===== config.mk =====
export PLATFORM = sky130hd
export DESIGN_NAME = pcm_to_i2s_flat
export DESIGN_NICKNAME = d
export VERILOG_FILES = /design/src/rtl/beamformer_pkg.sv /design/src/rtl/pcm_to_i2s_if.sv /design/src/rtl/pcm_shift_out.sv /design/src/rtl/pcm_to_i2s.sv /design/src/flat_wrapper.sv
export SDC_FILE = /design/constraint.sdc
export NUM_CORES = 1
export LEC_CHECK = 0
export BUFFER_PORTS_ARGS = -buffer_cell sky130_fd_sc_hd__buf_2
export CORE_UTILIZATION = 30
export DETAILED_ROUTE_END_ITERATION = 10
export SYNTH_ARGS = -nofsm -noshare
export SYNTH_HDL_FRONTEND = slang
export SYNTH_SLANG_ARGS = --single-unit

===== constraint.sdc =====
create_clock -name clk -period 2.23 [get_ports clk]
set_input_delay 0.1115 -clock clk [delete_from_list [all_inputs] [get_ports clk]]
set_output_delay 0.1115 -clock clk [all_outputs]
set_load 0.05 [all_outputs]

===== src/rtl/beamformer_pkg.sv =====
// Shared types and default sizes for the beamformer output path.
package beamformer_pkg;

    localparam int NUMBER_OF_BITS = 16;
    localparam int SLOT_BITS      = 32;

    typedef logic signed [NUMBER_OF_BITS-1:0] pcm_sample_t;

    typedef enum logic {
        IDLE = 1'b0,
        RUN  = 1'b1
    } state_t;

endpackage


===== src/rtl/pcm_to_i2s_if.sv =====
// Left/right PCM sample-pair stream with a valid/ready handshake.
interface pcm_to_i2s_if #(
    parameter int NUMBER_OF_BITS = 16
) ();

    logic                      s_valid;
    logic                      s_ready;
    logic [NUMBER_OF_BITS-1:0] s_left;
    logic [NUMBER_OF_BITS-1:0] s_right;

    modport master (output s_valid, output s_left, output s_right, input s_ready);
    modport slave  (input s_valid, input s_left, input s_right, output s_ready);

endinterface


===== src/rtl/pcm_shift_out.sv =====
// Parallel-load, MSB-first shift register; zeros enter from the LSB end.
module pcm_shift_out #(
    parameter int WIDTH = 16
) (
    input  logic             clk,
    input  logic             reset,
    input  logic             load,
    input  logic             shift,
    input  logic [WIDTH-1:0] data,
    output logic             msb
);

    logic [WIDTH-1:0] q;

    always_ff @(posedge clk or posedge reset) begin
        if (reset) begin
            q <= '0;
        end else if (load) begin
            q <= data;
        end else if (shift) begin
            q <= q << 1;
        end
    end

    assign msb = q[WIDTH-1];

endmodule


===== src/rtl/pcm_to_i2s.sv =====
// I2S transmitter: one-deep sample-pair holding register feeding left/right
// shift registers, with frame counter, word-select lead and underrun flag.
module pcm_to_i2s #(
    parameter int NUMBER_OF_BITS = beamformer_pkg::NUMBER_OF_BITS,
    parameter int SLOT_BITS      = beamformer_pkg::SLOT_BITS
) (
    input  logic         clk,
    input  logic         reset,
    input  logic         en,
    pcm_to_i2s_if.slave  s,
    output logic         ws,
    output logic         sd,
    output logic         frame_sync,
    output logic         underrun
);

    import beamformer_pkg::state_t;
    import beamformer_pkg::IDLE;
    import beamformer_pkg::RUN;

    localparam int CW = (2 * SLOT_BITS > 1) ? $clog2(2 * SLOT_BITS) : 1;
    localparam logic [CW-1:0] LAST     = CW'(2 * SLOT_BITS - 1);
    localparam logic [CW-1:0] WS_RISE  = CW'(SLOT_BITS - 1);

    state_t                    state, state_nx;
    logic [CW-1:0]             cnt, cnt_nx;
    logic                      hold_full;
    logic [NUMBER_OF_BITS-1:0] hold_left, hold_right;

    logic                      boundary, start;
    logic                      shift_l, shift_r;
    logic                      l_msb, r_msb;
    logic                      ws_nx, sd_nx;
    logic [NUMBER_OF_BITS-1:0] load_l, load_r;

    // The left word is loaded one bit ahead because its MSB goes straight
    // from the holding register into sd at the frame boundary; the right
    // shifter starts moving one cycle before its slot for the same reason.
    assign load_l = hold_full ? (hold_left << 1) : '0;
    assign load_r = hold_full ? hold_right : '0;

    always_comb begin
        state_nx = state;
        cnt_nx   = cnt;
        shift_l  = 1'b0;
        shift_r  = 1'b0;
        boundary = (state == IDLE) ? en : (cnt == LAST);
        start    = boundary && en;

        if (start) begin
            state_nx = RUN;
            cnt_nx   = '0;
        end else if (boundary) begin
            state_nx = IDLE;
            cnt_nx   = '0;
        end else if (state == RUN) begin
            cnt_nx  = cnt + 1'b1;
            shift_l = 1'b1;
            shift_r = (cnt >= WS_RISE);
        end

        ws_nx = (state_nx == RUN) && (cnt_nx >= WS_RISE) && (cnt_nx < LAST);

        if (start) begin
            sd_nx = hold_full && hold_left[NUMBER_OF_BITS-1];
        end else if (state == RUN && !boundary) begin
            sd_nx = (cnt < WS_RISE) ? l_msb : r_msb;
        end else begin
            sd_nx = 1'b0;
        end
    end

    always_ff @(posedge clk or posedge reset) begin
        if (reset) begin
            state <= IDLE;
            cnt   <= '0;
        end else begin
            state <= state_nx;
            cnt   <= cnt_nx;
        end
    end

    // A load needs hold_full and an accept needs it clear, so they never collide.
    always_ff @(posedge clk or posedge reset) begin
        if (reset) begin
            hold_full  <= 1'b0;
            hold_left  <= '0;
            hold_right <= '0;
        end else if (start && hold_full) begin
            hold_full <= 1'b0;
        end else if (s.s_valid && !hold_full) begin
            hold_full  <= 1'b1;
            hold_left  <= s.s_left;
            hold_right <= s.s_right;
        end
    end

    always_ff @(posedge clk or posedge reset) begin
        if (reset) begin
            ws         <= 1'b0;
            sd         <= 1'b0;
            frame_sync <= 1'b0;
            underrun   <= 1'b0;
        end else begin
            ws         <= ws_nx;
            sd         <= sd_nx;
            frame_sync <= start;
            underrun   <= start && !hold_full;
        end
    end

    assign s.s_ready = !hold_full;

    pcm_shift_out #(.WIDTH(NUMBER_OF_BITS)) u_left (
        .clk   (clk),
        .reset (reset),
        .load  (start),
        .shift (shift_l),
        .data  (load_l),
        .msb   (l_msb)
    );

    pcm_shift_out #(.WIDTH(NUMBER_OF_BITS)) u_right (
        .clk   (clk),
        .reset (reset),
        .load  (start),
        .shift (shift_r),
        .data  (load_r),
        .msb   (r_msb)
    );

endmodule


===== src/flat_wrapper.sv =====
// flat-port wrapper written by rule: the top's interface ports become plain ports
module pcm_to_i2s_flat import beamformer_pkg::state_t; import beamformer_pkg::IDLE; import beamformer_pkg::RUN;
#(
    parameter int NUMBER_OF_BITS = beamformer_pkg::NUMBER_OF_BITS,
    parameter int SLOT_BITS      = beamformer_pkg::SLOT_BITS
)
  (clk, reset, en, ws, sd, frame_sync, underrun, s_s_valid, s_s_left, s_s_right, s_s_ready);
  pcm_to_i2s_if #(.NUMBER_OF_BITS(NUMBER_OF_BITS)) s_i ();
  input  logic clk;
  input  logic reset;
  input  logic en;
  output logic ws;
  output logic sd;
  output logic frame_sync;
  output logic underrun;
  input wire logic [$bits(s_i.s_valid)-1:0] s_s_valid;
  input wire logic [$bits(s_i.s_left)-1:0] s_s_left;
  input wire logic [$bits(s_i.s_right)-1:0] s_s_right;
  output wire logic [$bits(s_i.s_ready)-1:0] s_s_ready;
  assign s_i.s_valid = s_s_valid;
  assign s_i.s_left = s_s_left;
  assign s_i.s_right = s_s_right;
  assign s_s_ready = s_i.s_ready;
  pcm_to_i2s #(.NUMBER_OF_BITS(NUMBER_OF_BITS), .SLOT_BITS(SLOT_BITS)) u_core (.clk(clk), .reset(reset), .en(en), .s(s_i), .ws(ws), .sd(sd), .frame_sync(frame_sync), .underrun(underrun));
endmodule

==> metrics.md, run 1 <==
| Metric | Value |
|---|---|
| Status | `finished, final reports clean` |
| First-pass GRT wire length | `11.83 mm` |
| Reg2reg setup slack | `0.13 ns` |
| Number of iterations in the first detailed-routing pass | `4` |
| Synth cell count leaders | `dfrtp_1 (75), nand2_1 (45), mux2_2 (38), nor2_1 (16), o22ai_1 (15)` |
| Most frequent cell after synthesis | `dfrtp_1` |
| Clk_skew | `0.007941 ns` |
| Hold-fix buffers, CTS | `3` |
| Ant diodes | `0` |
| Drt drc | `0` |
| Per-cell routed wire length | `14.15 um` |
| CTS sink cnt | `75` |
| Cell Count, Final, Fillers Out | `489` |
| RSZ-0062 raised after global routing | `no` |
| CP peak stage delay | `0.55 ns` |
| IO Port Bufs | `40` |
| Die X | `108.9 um` |
| Synth Cell Area | `3427 um2` |
| Max-slew headroom | `52.15%` |
| Fin nets | `381` |
| Max cap viols | `0` |
| Post-synth net total | `335` |
| Ys flop type | `dfrtp_1` |
| Die height | `108.9 um` |
| Area delta synth->final | `20.92%` |
| CP Data Required Time | `2.44 ns` |
| Synth Area in XOR/XNOR | `1.278%` |
| Setup crit end kind | `flip-flop` |
| Final Wtd Congestion | `0.8182` |
| Row Count | `38` |
| Post-detail-place hpwl | `4.736 mm` |
| Worst path cell trace | `ha_1, and4_4, o21ai_4, mux2_2` |
| Latest clock arrival within the worst-skew pair | `0.33 ns` |
| Kind of critical path | `reg2reg` |
| Post-synth top area share | `54.76%` |
| Setup crit start kind | `flip-flop` |
| Initial antenna violation count | `0` |
| Via density per instance | `4.832` |
| Setup TNS | `0 ns` |
| Area fraction in compound gates after synthesis | `10.92%` |
| CTS resizes | `0` |
| Vias in the first global route | `2,363` |
| DRT iter0 DRCs | `109` |
| Pwr Density | `1267 nW/um2` |
| Largest family of logic cells by synthesized area | `multiplexers` |
| Grt ovf | `0` |
| Avg Cell Area, Syn | `11.50 um2` |
| Routed met3 length | `248 um` |
| Post-Synth Simple-Gate Area | `12.16%` |
| CTS H-Tree Depth | `3` |
| Clock transition at path regs | `0.06 ns` |
| Slowest CP cell | `o21ai_4` |
| CTS tree | `done` |
| Post-Synth Adder-Cell Area | `0.3651%` |
| Post-Syn Instances | `298` |
| Synth warn | `0` |
| Starting Density | `31.20%` |
| Pins Over Slew Limit | `0` |
| Die area | `11,850 um2` |
| Cell taking the most area after synthesis | `dfrtp_1` |
| Maximum vdd drop | `0.6504 mV` |
| Synth area leaders | `dfrtp_1 (55%), mux2_2 (12%), nand2_1 (4.9%)` |
| Min-delay worst type | `in2reg` |
| Postcts setup bufs | `0` |
| TritonCTS Buffers | `9` |
| Via count | `2,363` |
| FFs w/ async S/R, synth | `100.0%` |
| Uppermost layer routed | `met4` |
| Clock Tree Root | `clkbuf_16` |
| Final period util | `94.05%` |
| Share of cells above drive strength 1 | `34.67%` |
| CP top delay family | `compound AO/OA/AOI/OAI gates` |
| Pin count of the biggest net entering global routing | `40` |
| Crit path buffers/inverters | `0` |
| Final Hold Viols | `0` |
| Synth cell types | `42` |
| Post-Place Cells | `470` |
| Multiplexer share of the synthesized area | `16.72%` |
| Worst Max-Slew Pin Slew | `0.7167 ns` |
| Max clock buf depth | `2` |
| Crit-path max FO | `16` |
| Number of flops mapped to enable cells by yosys | `0` |
| Total GRT Usage | `13.23%` |
| Total wire length | `6.920 mm` |
| F_max | `0.4768 GHz` |
| Min cycle time layout | `2.097 ns` |
| Core Region | `10,980 um2` |
| Met1 Wirelength | `3.508 mm` |
| Sequential element share of the synthesized area | `54.76%` |
| Synth Register Bits | `75` |
| Routed Antenna Nets | `0` |
| Ports | `41` |
| CP arrival | `2.31 ns` |
| P_leak | `1.895 nW` |
| Met2 WL | `3.043 mm` |
| Setup violators final | `0` |
## path summary, 6_finish.rpt
| kind | startpoint | endpoint | depth (start not counted) |
|---|---|---|---|
| max in group asynchronous | reset | u_core.hold_right[4] | 4 |
| worst max register to register | u_core.cnt[0] | u_core.u_right.q[14] | 4 |
| worst min register to register | u_core.u_left.q[14] | u_core.u_left.q[15] | 2 |
| worst min-delay path | s_s_right[1] | u_core.hold_right[1] | 2 |
| min in group asynchronous | reset | u_core.cnt[0] | 3 |
| worst max-delay path | u_core.cnt[0] | u_core.u_right.q[14] | 4 |
## worst reg2reg max path: cells and delay by family (launching register included)
| kind | cells | cell delay (ns) |
|---|---|---|
| adders and majority gates | 1 | 0.30 |
| DFF | 1 | 0.45 |
| and+or+nand+nor | 1 | 0.26 |
| muxes | 1 | 0.42 |
| AOI/OAI and AO/OA | 1 | 0.55 |
## per-layer routing
layer | global-route usage [%] | up-vias
li1 | - | 1145
met5 | 0 | -
met2 | 19.72 | 50
met1 | 18.09 | 1157
met3 | 3.407 | 11
met4 | 5.695 | 0
## power breakdown
part	total [mW]	internal, mW	switching (mW)
combinational	1.55	0.815	0.738
clock	1.44	0.895	0.541
sequential	2.26	1.91	0.352
total	5.25	3.62	1.63
## cell families (layout without fill, tap and decap cells)
kind of cell	after synthesis	after routing
flops	75	75
xor+xnor	5	5
buf+inv	25	76
mux	48	48
compound gates	55	55
fa+ha+maj	1	1
simple gates	89	89
## layout by cell type (no fill, tap or decap), types with 3 or more instances in the layout
cell / synthesis / final
and3_1: 10 / 10
mux2_4: 9 / 9
clkbuf_16: 0 / 9
buf_2: 8 / 40
mux2_2: 38 / 38
o22ai_1: 15 / 15
dfrtp_1: 75 / 75
nand2_1: 45 / 45
nand2b_1: 3 / 3
o21ai_0: 11 / 11
a21oi_1: 13 / 13
dlygate4sd3_1: 0 / 3
buf_4: 1 / 11
xnor2_1: 3 / 3
a221oi_1: 5 / 5
nor2_1: 16 / 16
nand3_1: 5 / 5
## final cells by class
| class | count | area [um2] |
|---|---|---|
| clock buffers | 12 | 246.5 |
| clock inverters | 4 | 50.05 |
| multi-input cells | 198 | 1428 |
| fillers | 1069 | 6839 |
| inverters | 4 | 15.01 |
| repair buffers | 56 | 352.8 |
| flip-flops and latches | 75 | 1877 |
| well taps | 140 | 175.2 |
## registers in the layout, indices dropped and copies added, names as in the netlist
name,flops
u_core.state,1
u_core.ws,1
u_core.hold_right,16
u_core.frame_sync,1
u_core.underrun,1
u_core.hold_left,16
u_core.hold_full,1
u_core.sd,1
u_core.cnt,6
u_core.u_right.q,16
u_core.u_left.q,15
## metrics by stage
| stage | hold WS, ns | utilization [%] | area, um2 | setup WS [ns] | power [mW] |
|---|---|---|---|---|---|
| global route | 0.0009389 | 37.73 | 4144 | 0.05335 | 5.611 |
| CTS | 0.0008242 | 37.73 | 4144 | 0.1334 | 5.321 |
| floorplan | 0.2632 | - | 3427 | 0.2085 | 3.473 |
| finish | 0.01032 | 37.73 | 4144 | 0.1327 | 5.249 |
| global placement | 0.2769 | 34.76 | 3817 | 0.2061 | 3.792 |
| detailed placement | 0.2813 | 34.76 | 3817 | 0.1499 | 3.851 |
(Power assumes the default switching activity.)
==> inputs of run 2 (changes only) <==
--- a/config.mk
+++ b/config.mk
@@ -8,6 +8,8 @@
 export BUFFER_PORTS_ARGS = -buffer_cell sky130_fd_sc_hd__buf_2
 export CORE_UTILIZATION = 30
 export DETAILED_ROUTE_END_ITERATION = 10
+export GPL_TIMING_DRIVEN = 0
 export SYNTH_ARGS = -nofsm -noshare
 export SYNTH_HDL_FRONTEND = slang
+export SYNTH_HIERARCHICAL = 1
 export SYNTH_SLANG_ARGS = --single-unit
==> run 2 against run 1 <==
Clock skew up 0.0016 ns; worst hold slack better by 0.00059 ns; combinational power increased by 6%; area after synthesis increased by 2.9%; final cell count increased by 4.5%; synthesized cell count is 3.0% higher; first-iteration DRC count rose by 57%; critical endpoint is now u_core/u_left/q[13].
==> metrics.md, run 2 <==
| Metric | Value |
|---|---|
| Drt drc | `0` |
| Post-Syn Instances | `307` |
| CTS sink cnt | `76` |
| Latest clock arrival within the worst-skew pair | `0.33 ns` |
| Max clock buf depth | `2` |
| Via count | `2,328` |
| Cell taking the most area after synthesis | `dfrtp_1` |
| Most frequent cells in the layout | `dfrtp_1 (76), buf_2 (46), nand2_1 (38), mux2_2 (33), and2_1 (33)` |
| Max-slew headroom | `57.81%` |
| Post-synth net total | `344` |
| Post-route cell area | `4294 um2` |
| F_max | `0.4983 GHz` |
| Area occupied by multi-input gates | `1479 um2` |
| Crit-path max FO | `11` |
| Clock Tree Root | `clkbuf_16` |
| Fin nets | `400` |
| TritonCTS Buffers | `9` |
| Synth warn | `6` |
| Placed cell areas | `3926 um2` |
| Kind of critical path | `reg2reg` |
| Synth cell types | `37` |
| Sequential Area | `1902 um2` |
| CP Data Required Time | `2.43 ns` |
| Pwr Density | `1255 nW/um2` |
| Total power | `5.390 mW` |
| Setup crit end kind | `flip-flop` |
| RSZ-0062 raised after global routing | `no` |
| Core Region | `11,420 um2` |
| Area delta synth->final | `21.75%` |
| Synth cell count leaders | `dfrtp_1 (76), nand2_1 (38), and2_1 (33), mux2_2 (33), mux2i_1 (32)` |
| Die height | `110.4 um` |
| Starting Density | `30.89%` |
| Setup crit start kind | `flip-flop` |
| Via density per instance | `4.556` |
| Row Count | `39` |
| First-pass GRT wire length | `12.45 mm` |
| Core Util, Final | `37.61%` |
| Setup TNS | `0 ns` |
| FFs w/ async S/R, synth | `100.0%` |
| Die area | `12,190 um2` |
| Clock transition at path regs | `0.06 ns` |
| IO Port Bufs | `40` |
| DRT iter0 DRCs | `171` |
| CTS H-Tree Depth | `3` |
| Post-synth top area share | `53.92%` |
| Sequential element share of the synthesized area | `53.92%` |
| Synth area leaders | `dfrtp_1 (54%), mux2_2 (11%), mux2i_1 (9.1%)` |
| Min-delay worst type | `in2reg` |
| Die X | `110.4 um` |
| Ports | `41` |
| Avg Cell Area, Syn | `11.49 um2` |
| Pin count of the biggest net entering global routing | `38` |
| Grt ovf | `0` |
| Status | `finished, final reports clean` |
| Per-cell routed wire length | `13.50 um` |
| Ant diodes | `0` |
| Setup violators final | `0` |
| Share of cells above drive strength 1 | `30.71%` |
| Initial antenna violation count | `0` |
| Final period util | `89.99%` |
| CTS tree | `done` |
| Fillers | `1,166` |
| Worst Max-Slew Pin Slew | `0.6321 ns` |
| Most frequent cell after synthesis | `dfrtp_1` |
| Number of iterations in the first detailed-routing pass | `4` |
| Routed Antenna Nets | `0` |
| Final Hold Viols | `0` |
| Min cycle time layout | `2.007 ns` |
| Pins Over Slew Limit | `0` |
| Ys flop type | `dfrtp_1` |
| Max cap viols | `0` |
| WHS Path Cells | `2` |
| Worst reg-to-reg path cell count | `7` |
| Vias in the first global route | `2,478` |
| Clk_skew | `0.009494 ns` |
| Maximum vdd drop | `0.4593 mV` |
| Synth Cell Area | `3527 um2` |
| Commonest non-fill, non-tap cell in the layout | `dfrtp_1` |
| CP arrival | `2.21 ns` |
| Post-detail-place hpwl | `4.882 mm` |
| Total GRT Usage | `12.88%` |
| Synth Register Bits | `76` |
| P_leak | `2.018 nW` |
| Final Wtd Congestion | `0.7616` |
| Total wire length | `6.899 mm` |
| Number of flops mapped to enable cells by yosys | `0` |
-- run 2: changes by cell type after synthesis, sizes merged, moves of 4 or more --
cell    change
a21oi      -12
a221oi      -5
and2       +31
and3        -9
inv         +4
mux2       -13
mux2i      +32
nand2       -6
nor2       -12
o21ai      +25
o22ai      -13
-- run 2: routing by layer --
| metal | track usage, % | routed length (um) | up-vias | share of wire [%] |
|---|---|---|---|---|
| li1 | - | - | 1148 | - |
| met1 | 18.19 | 3499 | 1138 | 51 |
| met5 | 0 | 0 | - | 0 |
| met2 | 18.76 | 3073 | 35 | 45 |
| met3 | 3.019 | 230 | 7 | 3.3 |
| met4 | 5.600 | 96 | 0 | 1.4 |
-- run 2: path summary, 6_finish.rpt --
check                      slack [ns]                   to           startpoint
setup / recovery                 0.22  u_core/u_left/q[13]        u_core/cnt[0]
hold / removal                   0.01  u_core/hold_left[4]          s_s_left[4]
setup reg to reg                 0.22  u_core/u_left/q[13]        u_core/cnt[0]
hold reg to reg                  0.50  u_core/hold_left[5]  u_core/hold_left[5]
max in group asynchronous        1.37  u_core/u_left/q[12]                reset
min in group asynchronous        0.26            u_core/ws                reset
-- run 2: report_power, final --
group | total (mW) | internal [mW] | switching, mW
sequential | 2.19 | 1.88 | 0.313
combinational | 1.65 | 0.908 | 0.741
clock | 1.55 | 0.980 | 0.568
total | 5.39 | 3.77 | 1.62
-- run 2: per-stage QoR --
step	setup WS (ns)	cells	hold slack [ns]
floorplan	0.3888	307	0.02524
global placement	-0.09617	490	0.2474
detailed placement	-0.1646	491	0.06712
CTS	0.08868	510	0.0007320
global route	0.06537	511	0.007101
finish	0.2232	511	0.01090
-- run 2: cell families (layout without fill, tap and decap cells) --
family	after synthesis	in the layout	share of synthesized area (%)
buffers and inverters	25	86	4.363
flip-flops	76	76	53.92
adder cells (fa/ha/maj)	1	1	0.3547
other	1	1	0.1063
AND/OR/NAND/NOR	90	90	13.09
XOR/XNOR	2	2	0.4967
multiplexers	67	67	20.68
AO/OA/AOI/OAI	45	45	6.988
-- run 2: layout make-up --
type                    count  area share, %
repair buffers             45          6.002
plain buffers              18          3.089
clock inverters             6          2.069
inverters                   7         0.6119
flip-flops and latches     76          44.29
multi-input cells         206          34.44
clock buffers              10          5.332
well taps                 143          4.167
-- run 2: repair_timing --
item,CTS,global route
endpoints found under the setup margin,24,30
resized for setup,3,2
endpoints found under the hold margin,78,0
gates cloned,0,0
hold buffers,3,0
pin swaps,0,1
setup buffers,0,1
-- run 2: critical path, cell delays in order, from the launching register on --
cell and delay (ns):
dfrtp_1 0.41, ha_1 0.27, nand4_2 0.25, o21ai_4 0.23, nand2_1 0.12, inv_2 0.20, clkbuf_2 0.27, o21ai_0 0.12
